[config.mk]
export PLATFORM = sky130hd
export DESIGN_NAME = poly_ucode_sequencer_flat
export DESIGN_NICKNAME = d
export VERILOG_FILES = /design/src/rtl/poly_ucode_if.sv /design/src/rtl/poly_ucode_sequencer.sv /design/src/flat_wrapper.sv
export SDC_FILE = /design/constraint.sdc
export NUM_CORES = 1
export LEC_CHECK = 0
export ABC_AREA = 1
export BUFFER_PORTS_ARGS = -buffer_cell sky130_fd_sc_hd__buf_2
export CAP_MARGIN = 0
export CORE_MARGIN = 2
export CORE_UTILIZATION = 56
export CTS_CLUSTER_SIZE = 30
export DETAILED_ROUTE_END_ITERATION = 10
export GPL_TIMING_DRIVEN = 0
export PLACE_DENSITY = 0.73
export SYNTH_ARGS = -nofsm -noshare
export SYNTH_HDL_FRONTEND = slang
export SYNTH_SLANG_ARGS = --single-unit
[constraint.sdc]
create_clock -name clk -period 1.8 [get_ports clk]
set_input_delay 0.36 -clock clk [delete_from_list [all_inputs] [get_ports clk]]
set_output_delay 0.36 -clock clk [all_outputs]
set_load 0.005 [all_outputs]
[src/rtl/poly_ucode_if.sv]
// Host/datapath-side bundle for the polynomial microcode sequencer.
// master = host and datapath; slave = sequencer.
interface poly_ucode_if #(
  parameter int ADDR_W = 4
);
  logic              i_prog_we;
  logic [ADDR_W-1:0] i_prog_addr;
  logic [11:0]       i_prog_data;
  logic              i_start;
  logic [ADDR_W-1:0] i_start_addr;
  logic              i_abort;
  logic              o_busy;
  logic              o_done;
  logic              o_error;
  logic              o_ld_a;
  logic              o_ld_b;
  logic              o_ld_c;
  logic              o_ld_x;
  logic              o_ld_r;
  logic              o_ld_alu_out;
  logic [1:0]        o_alu_select_a;
  logic [1:0]        o_alu_select_b;
  logic              o_alu_op;

  modport master (
    output i_prog_we, i_prog_addr, i_prog_data,
    output i_start, i_start_addr, i_abort,
    input  o_busy, o_done, o_error,
    input  o_ld_a, o_ld_b, o_ld_c, o_ld_x, o_ld_r,
    input  o_ld_alu_out, o_alu_select_a,
    input  o_alu_select_b, o_alu_op
  );

  modport slave (
    input  i_prog_we, i_prog_addr, i_prog_data,
    input  i_start, i_start_addr, i_abort,
    output o_busy, o_done, o_error,
    output o_ld_a, o_ld_b, o_ld_c, o_ld_x, o_ld_r,
    output o_ld_alu_out, o_alu_select_a,
    output o_alu_select_b, o_alu_op
  );
endinterface

[src/rtl/poly_ucode_sequencer.sv]
// Microcoded sequencer driving the 8-bit polynomial datapath controls.
// One micro-instruction issues per cycle until a word carries the last bit.
module poly_ucode_sequencer #(
  parameter int PROG_DEPTH = 16,
  parameter int ADDR_W     = 4
) (
  input  logic        clk,
  input  logic        reset,
  poly_ucode_if.slave bus
);

  typedef enum logic [1:0] {
    S_IDLE,
    S_PRIME,
    S_RUN,
    S_DONE
  } state_t;

  localparam logic [ADDR_W-1:0] LAST_ADDR =
    ADDR_W'(PROG_DEPTH - 1);
  localparam logic [11:0] NOP_WORD = 12'h800;

  state_t            r_state;
  state_t            w_next;
  logic [11:0]       r_store [PROG_DEPTH];
  logic [ADDR_W-1:0] r_pc;
  logic [ADDR_W-1:0] r_iaddr;
  logic [11:0]       r_ir;
  logic              r_error;

  logic w_last;
  logic w_ovf;
  logic w_we;
  logic w_accept;
  logic w_fetch;

  assign w_last   = r_ir[11];
  assign w_ovf    = !w_last && (r_iaddr == LAST_ADDR);
  assign w_we     = bus.i_prog_we &&
                    (r_state == S_IDLE || r_state == S_DONE);
  assign w_accept = (r_state == S_IDLE) && bus.i_start;
  assign w_fetch  = !bus.i_abort &&
                    ((r_state == S_PRIME) ||
                     (r_state == S_RUN && !w_last && !w_ovf));

  always_ff @(posedge clk) begin
    if (reset) begin
      for (int i = 0; i < PROG_DEPTH; i++) begin
        r_store[i] <= NOP_WORD;
      end
    end else if (w_we) begin
      r_store[bus.i_prog_addr] <= bus.i_prog_data;
    end
  end

  // pc saturates at the top word; the overrun check stops the run there
  always_ff @(posedge clk) begin
    if (reset) begin
      r_pc    <= '0;
      r_iaddr <= '0;
      r_ir    <= '0;
    end else if (w_accept) begin
      r_pc <= bus.i_start_addr;
    end else if (w_fetch) begin
      r_ir    <= r_store[r_pc];
      r_iaddr <= r_pc;
      if (r_pc != LAST_ADDR) begin
        r_pc <= r_pc + ADDR_W'(1);
      end
    end
  end

  always_ff @(posedge clk) begin
    if (reset) begin
      r_error <= 1'b0;
    end else if (w_accept) begin
      r_error <= 1'b0;
    end else if (r_state == S_RUN &&
                 !bus.i_abort && w_ovf) begin
      r_error <= 1'b1;
    end
  end

  always_ff @(posedge clk) begin
    if (reset) begin
      r_state <= S_IDLE;
    end else begin
      r_state <= w_next;
    end
  end

  always_comb begin
    w_next = r_state;
    unique case (r_state)
      S_IDLE: begin
        if (bus.i_start) w_next = S_PRIME;
      end
      S_PRIME: begin
        w_next = bus.i_abort ? S_IDLE : S_RUN;
      end
      S_RUN: begin
        if (bus.i_abort)  w_next = S_IDLE;
        else if (w_last)  w_next = S_DONE;
        else if (w_ovf)   w_next = S_IDLE;
      end
      S_DONE: begin
        w_next = S_IDLE;
      end
      default: w_next = S_IDLE;
    endcase
  end

  always_comb begin
    bus.o_busy         = 1'b0;
    bus.o_done         = 1'b0;
    bus.o_error        = r_error;
    bus.o_ld_r         = 1'b0;
    bus.o_ld_alu_out   = 1'b0;
    bus.o_ld_x         = 1'b0;
    bus.o_ld_c         = 1'b0;
    bus.o_ld_b         = 1'b0;
    bus.o_ld_a         = 1'b0;
    bus.o_alu_select_a = 2'd0;
    bus.o_alu_select_b = 2'd0;
    bus.o_alu_op       = 1'b0;
    unique case (r_state)
      S_PRIME: begin
        bus.o_busy = 1'b1;
      end
      S_RUN: begin
        bus.o_busy         = 1'b1;
        bus.o_ld_r         = r_ir[10];
        bus.o_ld_alu_out   = r_ir[9];
        bus.o_ld_x         = r_ir[8];
        bus.o_ld_c         = r_ir[7];
        bus.o_ld_b         = r_ir[6];
        bus.o_ld_a         = r_ir[5];
        bus.o_alu_select_a = r_ir[4:3];
        bus.o_alu_select_b = r_ir[2:1];
        bus.o_alu_op       = r_ir[0];
      end
      S_DONE: begin
        bus.o_done = 1'b1;
      end
      default: ;
    endcase
  end

endmodule
[src/flat_wrapper.sv]
// flat-port wrapper written by rule: the top's interface ports become plain ports
module poly_ucode_sequencer_flat 
#(
  parameter int PROG_DEPTH = 16,
  parameter int ADDR_W     = 4
)
  (clk, reset, bus_i_prog_we, bus_i_prog_addr, bus_i_prog_data, bus_i_start, bus_i_start_addr, bus_i_abort, bus_o_busy, bus_o_done, bus_o_error, bus_o_ld_a, bus_o_ld_b, bus_o_ld_c, bus_o_ld_x, bus_o_ld_r, bus_o_ld_alu_out, bus_o_alu_select_a, bus_o_alu_select_b, bus_o_alu_op);
  poly_ucode_if #(.ADDR_W(ADDR_W)) bus_i ();
  input  logic clk;
  input  logic reset;
  input wire logic [$bits(bus_i.i_prog_we)-1:0] bus_i_prog_we;
  input wire logic [$bits(bus_i.i_prog_addr)-1:0] bus_i_prog_addr;
  input wire logic [$bits(bus_i.i_prog_data)-1:0] bus_i_prog_data;
  input wire logic [$bits(bus_i.i_start)-1:0] bus_i_start;
  input wire logic [$bits(bus_i.i_start_addr)-1:0] bus_i_start_addr;
  input wire logic [$bits(bus_i.i_abort)-1:0] bus_i_abort;
  output wire logic [$bits(bus_i.o_busy)-1:0] bus_o_busy;
  output wire logic [$bits(bus_i.o_done)-1:0] bus_o_done;
  output wire logic [$bits(bus_i.o_error)-1:0] bus_o_error;
  output wire logic [$bits(bus_i.o_ld_a)-1:0] bus_o_ld_a;
  output wire logic [$bits(bus_i.o_ld_b)-1:0] bus_o_ld_b;
  output wire logic [$bits(bus_i.o_ld_c)-1:0] bus_o_ld_c;
  output wire logic [$bits(bus_i.o_ld_x)-1:0] bus_o_ld_x;
  output wire logic [$bits(bus_i.o_ld_r)-1:0] bus_o_ld_r;
  output wire logic [$bits(bus_i.o_ld_alu_out)-1:0] bus_o_ld_alu_out;
  output wire logic [$bits(bus_i.o_alu_select_a)-1:0] bus_o_alu_select_a;
  output wire logic [$bits(bus_i.o_alu_select_b)-1:0] bus_o_alu_select_b;
  output wire logic [$bits(bus_i.o_alu_op)-1:0] bus_o_alu_op;
  assign bus_i.i_prog_we = bus_i_prog_we;
  assign bus_i.i_prog_addr = bus_i_prog_addr;
  assign bus_i.i_prog_data = bus_i_prog_data;
  assign bus_i.i_start = bus_i_start;
  assign bus_i.i_start_addr = bus_i_start_addr;
  assign bus_i.i_abort = bus_i_abort;
  assign bus_o_busy = bus_i.o_busy;
  assign bus_o_done = bus_i.o_done;
  assign bus_o_error = bus_i.o_error;
  assign bus_o_ld_a = bus_i.o_ld_a;
  assign bus_o_ld_b = bus_i.o_ld_b;
  assign bus_o_ld_c = bus_i.o_ld_c;
  assign bus_o_ld_x = bus_i.o_ld_x;
  assign bus_o_ld_r = bus_i.o_ld_r;
  assign bus_o_ld_alu_out = bus_i.o_ld_alu_out;
  assign bus_o_alu_select_a = bus_i.o_alu_select_a;
  assign bus_o_alu_select_b = bus_i.o_alu_select_b;
  assign bus_o_alu_op = bus_i.o_alu_op;
  poly_ucode_sequencer #(.PROG_DEPTH(PROG_DEPTH), .ADDR_W(ADDR_W)) u_core (.clk(clk), .reset(reset), .bus(bus_i));
endmodule
==> results of run 1 <==
[timing repair]
item                       in CTS  in global routing
setup endpoints to repair     287                237
hold buffers                    0                  0
setup buffers                  16                 17
pin swaps                      10                 23
gates cloned                    8                  7
gates resized for setup        63                 95
[cells in the mapped netlist (all sizes together)]
library cell	n	area [µm²]
nand2	365	1380
nor2	231	988
edfxtp	192	5770
inv	163	612
nand3	141	731
buf	47	369
clkbuf	29	109
dfxtp	23	460
a21oi	9	48.8
o21ai	9	45.0
ha	6	75.1
nand4	2	12.5
clkinv	1	5.00
nor3	1	5.00
or2	1	6.26
xnor2	1	8.76
xor2	1	8.76
[layer usage]
| layer | routed length [µm] | share of wire |
|---|---|---|
| met1 | 11700 | 0.39 |
| met2 | 14000 | 0.46 |
| met3 | 2980 | 0.098 |
| met4 | 1550 | 0.051 |
| met5 | 0 | 0 |
[kinds of logic after synthesis]
family / count (synthesis)
DFF: 215
and+or+nand+nor: 741
xor gates and xnor gates: 2
buffers and inverters: 240
AOI/OAI and AO/OA: 18
adders and majority gates: 6
[cell type report]
cell class / count / area (µm²) / area share
buffer: 72 / 508 / 0.0393
clock buffer: 30 / 644 / 0.0499
clock inverter: 13 / 56.3 / 0.00436
inverter: 164 / 647 / 0.0501
multi-input combinational: 777 / 3950 / 0.306
sequential: 215 / 6230 / 0.483
tap: 234 / 293 / 0.0227
timing repair buffer: 73 / 568 / 0.0440
timing repair inverter: 2 / 12.5 / 0.000969
[path summary, 6_finish.rpt]
kind | to | slack (ns) | cells after the start
worst max register to register | u_core.r_store[1][11]$_SDFFCE_PN1P_ | -0.07 | 8
worst min-delay path | u_core.r_ir[11]$_SDFFE_PP0P_ | 0.12 | 4
worst max-delay path | bus_o_ld_x | -0.08 | 6
worst min register to register | u_core.r_iaddr[0]$_SDFFE_PP0P_ | 0.51 | 2
[critical path, stage by stage (launching register included)]
cell and delay, ns:
sky130_fd_sc_hd__dfxtp_4 0.36, sky130_fd_sc_hd__buf_6 0.12, sky130_fd_sc_hd__ha_4 0.18, sky130_fd_sc_hd__buf_8 0.14, sky130_fd_sc_hd__nand2_2 0.07, sky130_fd_sc_hd__inv_2 0.03
sky130_fd_sc_hd__buf_2 0.11
[per-stage QoR]
| step | setup TNS (ns) | cell area (µm²) | power [mW] |
|---|---|---|---|
| 3_3_place_gp | -50.37 | 11200 | 8.53 |
| 2_1_floorplan | 0 | 10800 | 7.63 |
| 6_report | -5.96 | 12900 | 13.3 |
| 3_5_place_dp | -53.96 | 11200 | 8.57 |
| 5_1_grt | -13.96 | 12900 | 13.8 |
| 4_1_cts | -3.92 | 12400 | 13.1 |
[power by group]
group | total [mW] | internal (mW) | switching (mW)
combinational | 3.08 | 0.947 | 2.14
sequential | 5.80 | 5.68 | 0.116
clock | 4.44 | 2.52 | 1.92
[registers in the layout (all words and copies together) (netlist names)]
signal	cells
u_core.r_pc	4
u_core.r_iaddr	4
u_core.bus.o_error	1
u_core.r_ir	12
u_core.r_state	2
u_core.r_store	192
==> results.txt, run 1 <==
- The tightest hold path in the finished design has a slack of 0.118 ns.
- Number of register bits inferred by synthesis: 215
* Violations in the final reports: negative setup slack
- Slew margin rel.: 0.0746
- The tightest min-delay check is of the input pin to flip-flop type.
- Initial cell density of the core: 0.570
* Maximum clock path buffer count: 3
- Summed over all cells, the static leakage comes to 5.74 nW.
- I/O pins: 39
- Commonest non-fill, non-tap cell in the layout: sky130_fd_sc_hd__nand2_1
* Global routing met2 resource utilization: 0.502
* Critical setup path kind: flip-flop to primary output
- Number of nets in the finished design: 1360
- The post-synthesis compound-gate area fraction came to 0.00883.
- TritonCTS created 24 clock buffers.
- At the end of the flow the core is filled with cells to 0.693.
- Ratio of cells with drive above 1 in the final layout: 0.208
* Met1 global-route usage: 0.400
- Share of the clock period used by the worst path after layout: 1.04
* Clock slew seen by the registers of the worst setup and hold paths: 0.06 ns
- Vias in the first global route: 7947
- Detailed placement ended at an HPWL of 20400 µm.
- In this run the most critical hold path is launched from reset.
- Die outline area: 20100 µm²
- Post-synthesis xor/xnor area fraction: 0.00165
- Cell count after synthesis: 1222
- Of the post-synthesis cell area, the part taken by muxes is 0.
- Clock tree root driver cell: sky130_fd_sc_hd__clkbuf_16
- Timing analysis after detailed placement gives a worst setup slack of -0.330 ns.
- For this run, global-route usage on met3 was measured as 0.0530.
- Fill cell count: 1453
* Final Wtd Congestion: 0.965
- Maximum vdd ir drop: 922 µV
- Setup repair after global routing could not meet its margin everywhere.
- Status: finished with violations
- In the routed design, unresolved DRC markers number 0.
- met2 is the most crowded layer.
- Port Buffers: 37
- Combinational family with the most area after synthesis: simple AND/OR/NAND/NOR gates
- Leaving out fill and tap cells, the most frequent cells in the layout are sky130_fd_sc_hd__nand2_1, sky130_fd_sc_hd__edfxtp_1, sky130_fd_sc_hd__nor2_1, sky130_fd_sc_hd__inv_1, sky130_fd_sc_hd__nand3_1.
* Launch point of the critical path: u_core.r_state[1]$_SDFFE_PP0P_
- The tree built by TritonCTS fans out to 215 sinks.
* Number of warnings reported in the yosys synthesis log: 0
- Compared with the post-synthesis result, the final layout area differs by 21.5%.
* R2r startpoint: u_core.r_state[0]$_SDFFE_PP0P_
- Across the run, the number of max-cap violations was 0.
- Of the synthesized area, sequential elements account for 0.586.
- Leaving out filler cells and counting taps, the final layout contains 1580.
- Number of nets with antenna violations after detailed routing: 0
- Diode count: 0
* Pin slew with the least headroom to its limit: 1.39 ns
* Clock insertion delay at the later pin of the skew report: 0.52 ns
* Min Clock Period, post-route: 1.88 ns
- After detailed routing, the number of vias per cell comes to 5.46.
* Maximum frequency from static timing analysis: 0.533 GHz
- Combined area of all synthesized cells: 10600 µm²
* Global-route wire length before repair: 45100 µm
* Total global routing track utilization: 0.304
* Count of different cell masters after synthesis: 27
- Total gr overflow: 0
- Areal power density over the cells: 1030 nW/µm²
- Including well taps, the total number of placed cells is 1493.
- Crit path capture type: primary output
- Slack of the critical path: -0.0779 ns
- Antenna violations before repair: 0
- CTS tree: done
- In this run the core area contains 50 standard-cell rows.
- Final Slew Violations: 0
- Final setup violation count: 169
- Via count: 8628
- For this block, the routed nets add up to 30300 µm of wire.
* Maximum number of pins on one net before global-route repair: 15
- When the netlist entered floorplanning its net count stood at 1253.
* Worst-case clock skew: 0.0195 ns
* Drt pass-1 iters: 7
- Placeable core region: 18600 µm²
- Critical path data required time: 1.44 ns
- In this run the number of H-tree levels came out at 1.
* DIE HEIGHT: 142 µm
- Dividing the synthesized area by the synthesized cell count gives 8.70 µm².
- In the final routed layout, each cell accounts on average for 19.2 µm.
* Detailed Route Iter0 Violations: 907
- Number of hold-slack violations in the final timing report: 0
* Data arrival time at the worst-slack endpoint: 1.52 ns
- The die is 142 µm wide.
- Category of the worst setup path launch point: flip-flop
* CP Max Fanout: 5
- Of the total synthesized cell area, the portion taken by AND, OR, NAND and NOR gates is 0.294.
* Adder-cell share of the synthesized area: 0.00706
No activity file was read; power rests on OpenSTA's default activity.
==> inputs of run 2 (changes only) <==
--- a/config.mk
+++ b/config.mk
@@ -14,6 +14,7 @@
 export DETAILED_ROUTE_END_ITERATION = 10
 export GPL_TIMING_DRIVEN = 0
 export PLACE_DENSITY = 0.73
+export SETUP_SLACK_MARGIN = 0.4
 export SYNTH_ARGS = -nofsm -noshare
 export SYNTH_HDL_FRONTEND = slang
 export SYNTH_SLANG_ARGS = --single-unit
==> results.txt, run 2 (synthesis results as in run 1) <==
- Total wire length: 32700 µm (+8.0%)
- In the final layout, the registers with the most flip-flops are u_core.r_store (192), u_core.r_ir (12).
- The power per cell area came to 956 nW/µm² (-7.3%).
- Post-CTS Hold Fix Bufs: 0 (unchanged)
- Share of the clock period used by the worst path after layout: 1.07 (+0.0242)
* Number of hold-slack violations in the final timing report: 0 (unchanged)
- The number of sinks handled by clock tree synthesis was 215 (unchanged).
- The post-detailed-route wirelength per cell was 20.1 µm (+5.2%).
* Min Clock Period, post-route: 1.92 ns (+0.0436 ns)
* Violations in the final reports: max-capacitance violations, max-slew violations, negative setup slack
- Unrepaired setup endpoints after global routing: true
- The core footprint is 18600 µm² (unchanged).
- The number of fill cells in the layout came to 1234 (-15%).
* I/O pins: 39 (unchanged)
- The remaining design rule violation count was 0 (unchanged).
- The worst-skew pair later-pin latency was 0.52 ns (about the same).
- Data arrival time at the worst-slack endpoint: 2.13 ns (+0.61 ns)
- Slew margin rel.: -0.00435 (-0.0789)
- DIE HEIGHT: 142 µm (unchanged)
- Hpwl dp: 20500 µm (+0.80%)
- Commonest non-fill, non-tap cell in the layout: sky130_fd_sc_hd__nand2_1
- Worst-case clock skew: 0.0289 ns (+0.00937 ns)
* Area growth from synthesis to final layout: 34.4%
* Critical path data required time: 2.01 ns (+0.57 ns)
- CTS buffer count: 23 (-4.2%)
* Site row count: 50 (unchanged)
* Final Wtd Congestion: 1.00 (+4.0%)
* Vias in the first global route: 8173 (+2.8%)
- Ratio of cells with drive above 1 in the final layout: 0.324 (+0.116)
- The timing-limited maximum frequency was 0.520 GHz (-2.3%).
* CP Capture Point: u_core.r_store[1][8]$_SDFFCE_PN0P_
- The number of levels the H-tree was split into came to 1 (unchanged).
- Maximum number of pins on one net before global-route repair: 16 (+1)
* Met3 usage in global routing: 0.0462 (-0.00675)
- Diode count: 0 (unchanged)
- The die extent in x was 142 µm (unchanged).
- Crit path capture type: flip-flop
- Leaving out fill and tap cells, the most frequent cells in the layout are sky130_fd_sc_hd__nand2_1, sky130_fd_sc_hd__edfxtp_1, sky130_fd_sc_hd__inv_1, sky130_fd_sc_hd__nand3_1, sky130_fd_sc_hd__nor2_4.
- Total gr overflow: 0 (unchanged)
- Number of nets with antenna violations after detailed routing: 0 (unchanged)
- The run finished, with violations left.
* Antenna violations before repair: 0 (unchanged)
* Maximum vdd ir drop: 833 µV (-9.7%)
- The final number of setup-violating endpoints was 269 (+59%).
- Drt pass-1 iters: 8 (+1)
* Maximum clock path buffer count: 3 (unchanged)
* CTS tree: done
- The total of max-cap violations came to 1 (+1).
- The transition at the pin with the smallest max-transition slack was 1.51 ns (+0.118 ns).
* Final Slew Violations: 16 (+16)
* Critical setup path kind: flip-flop to flip-flop
- R2r startpoint: u_core.r_state[0]$_SDFFE_PP0P_
- The detailed router's first-iteration violation count is 813 (-10%).
- The most critical setup path has its startpoint at u_core.r_state[0]$_SDFFE_PP0P_.
- Via count: 8977 (+4.0%)
- The setup slack of the worst register-to-register path is -0.12 ns (-0.05 ns).
- The global-route wire length before repair is 45900 µm (+1.7%).
- The setup slack at placement is -0.151 ns (+0.179 ns).
- Most congested layer reported by global routing: met2
- CP Max Fanout: 6 (+1)
* Number of nets in the finished design: 1404 (+3.2%)
- Category of the worst setup path launch point: flip-flop
- Slowest-stage cell, CP: sky130_fd_sc_hd__dfxtp_2
- R2r endpoint: u_core.r_store[1][8]$_SDFFCE_PN0P_
- Number of flip-flops in the largest register: 192 (unchanged)
* Routed vias/inst: 5.53 (+1.4%)
- The number of input and output port buffers inserted came to 37 (unchanged).
* Leakage Power: 6.12 nW (+6.5%)
- The register with the most flip-flops in the final layout is u_core.r_store.
- WHS: 0.121 ns (+0.00291 ns)
- Total global routing track utilization: 0.309 (+0.00554)
- Met1 global-route usage: 0.418 (+0.0187)
* Hold Path Class: input pin to flip-flop
* Logic depth of the worst register-to-register path: 8 (unchanged)
* Initial cell density of the core: 0.570 (unchanged)
- Clock slew seen by the registers of the worst setup and hold paths: 0.06 ns (about the same)
* Global routing met2 resource utilization: 0.513 (+0.0118)
- Clock tree root driver cell: sky130_fd_sc_hd__clkbuf_16
* Chain of cells forming the critical path: inv_4 > ha_4 > nor2_8 > nand3_4 > nor2_4 > inv_2 > buf_12 > nand2_8
- Slack of the critical path: -0.122 ns (-0.0436 ns)
* Stage delay of the slowest cell on the critical path: 0.35 ns (about the same)
- Die outline area: 20100 µm² (unchanged)
run 2: through the flow:
stage | instances | area (µm²) | TNS [ns] | power, mW | util
5_1_grt | 1622 | 14300 | -29.82 | 14.1 | 0.767
2_1_floorplan | 1222 | 11000 | 0 | 7.68 | -
3_3_place_gp | 1493 | 11400 | -14.85 | 8.59 | 0.613
6_report | 1622 | 14300 | -17.25 | 13.7 | 0.767
4_1_cts | 1583 | 13100 | -18.15 | 13.3 | 0.702
3_5_place_dp | 1493 | 11400 | -17.24 | 8.63 | 0.613
run 2: per-layer routing:
layer | wire length (µm) | up-vias
met2 | 15800 | 505
met5 | 0 | -
met3 | 2900 | 77
li1 | - | 4159
met4 | 1140 | 0
met1 | 12800 | 4236
run 2: critical path: cells and delay by family (launching register included):
| kind | cells | cell delay [ns] |
|---|---|---|
| adders and majority gates | 1 | 0.26 |
| buffers and inverters | 3 | 0.28 |
| DFF | 1 | 0.35 |
| and+or+nand+nor | 4 | 0.72 |
run 2: worst min path at each step:
stage / from / end / slack (ns) / depth (start not counted)
detailed placement: u_core.r_iaddr[1]$_SDFFE_PP0P_ / u_core.r_iaddr[1]$_SDFFE_PP0P_ / 0.50 / 2
CTS: reset / u_core.r_ir[4]$_SDFFE_PP0P_ / 0.12 / 4
floorplan: u_core.r_iaddr[3]$_SDFFE_PP0P_ / u_core.r_iaddr[3]$_SDFFE_PP0P_ / 0.47 / 2
global placement: u_core.r_iaddr[2]$_SDFFE_PP0P_ / u_core.r_iaddr[2]$_SDFFE_PP0P_ / 0.50 / 2
finish: reset / u_core.r_ir[4]$_SDFFE_PP0P_ / 0.12 / 4
global route: reset / u_core.r_ir[4]$_SDFFE_PP0P_ / 0.13 / 4
run 2: area by class of cell:
| class | count | area (µm²) | area share |
|---|---|---|---|
| buffer | 76 | 678 | 0.0474 |
| clock buffer | 29 | 598 | 0.0418 |
| clock inverter | 11 | 80.1 | 0.00560 |
| inverter | 164 | 629 | 0.0440 |
| multi-input combinational | 777 | 4710 | 0.330 |
| sequential | 215 | 6230 | 0.436 |
| tap | 234 | 293 | 0.0205 |
| timing repair buffer | 116 | 1070 | 0.0748 |
run 2: report_power, final:
part / internal, mW / leakage [nW] / switching, mW
sequential: 5.68 / 2.12 / 0.135
combinational: 1.11 / 3.67 / 2.33
clock: 2.49 / 0.329 / 1.93
run 2: timing repair:
action                     4_1_cts  5_1_grt
gates resized for setup        136      249
cloned                          10        5
setup endpoints to repair      419      419
setup buffers                   40       34
pin swaps                       31       26
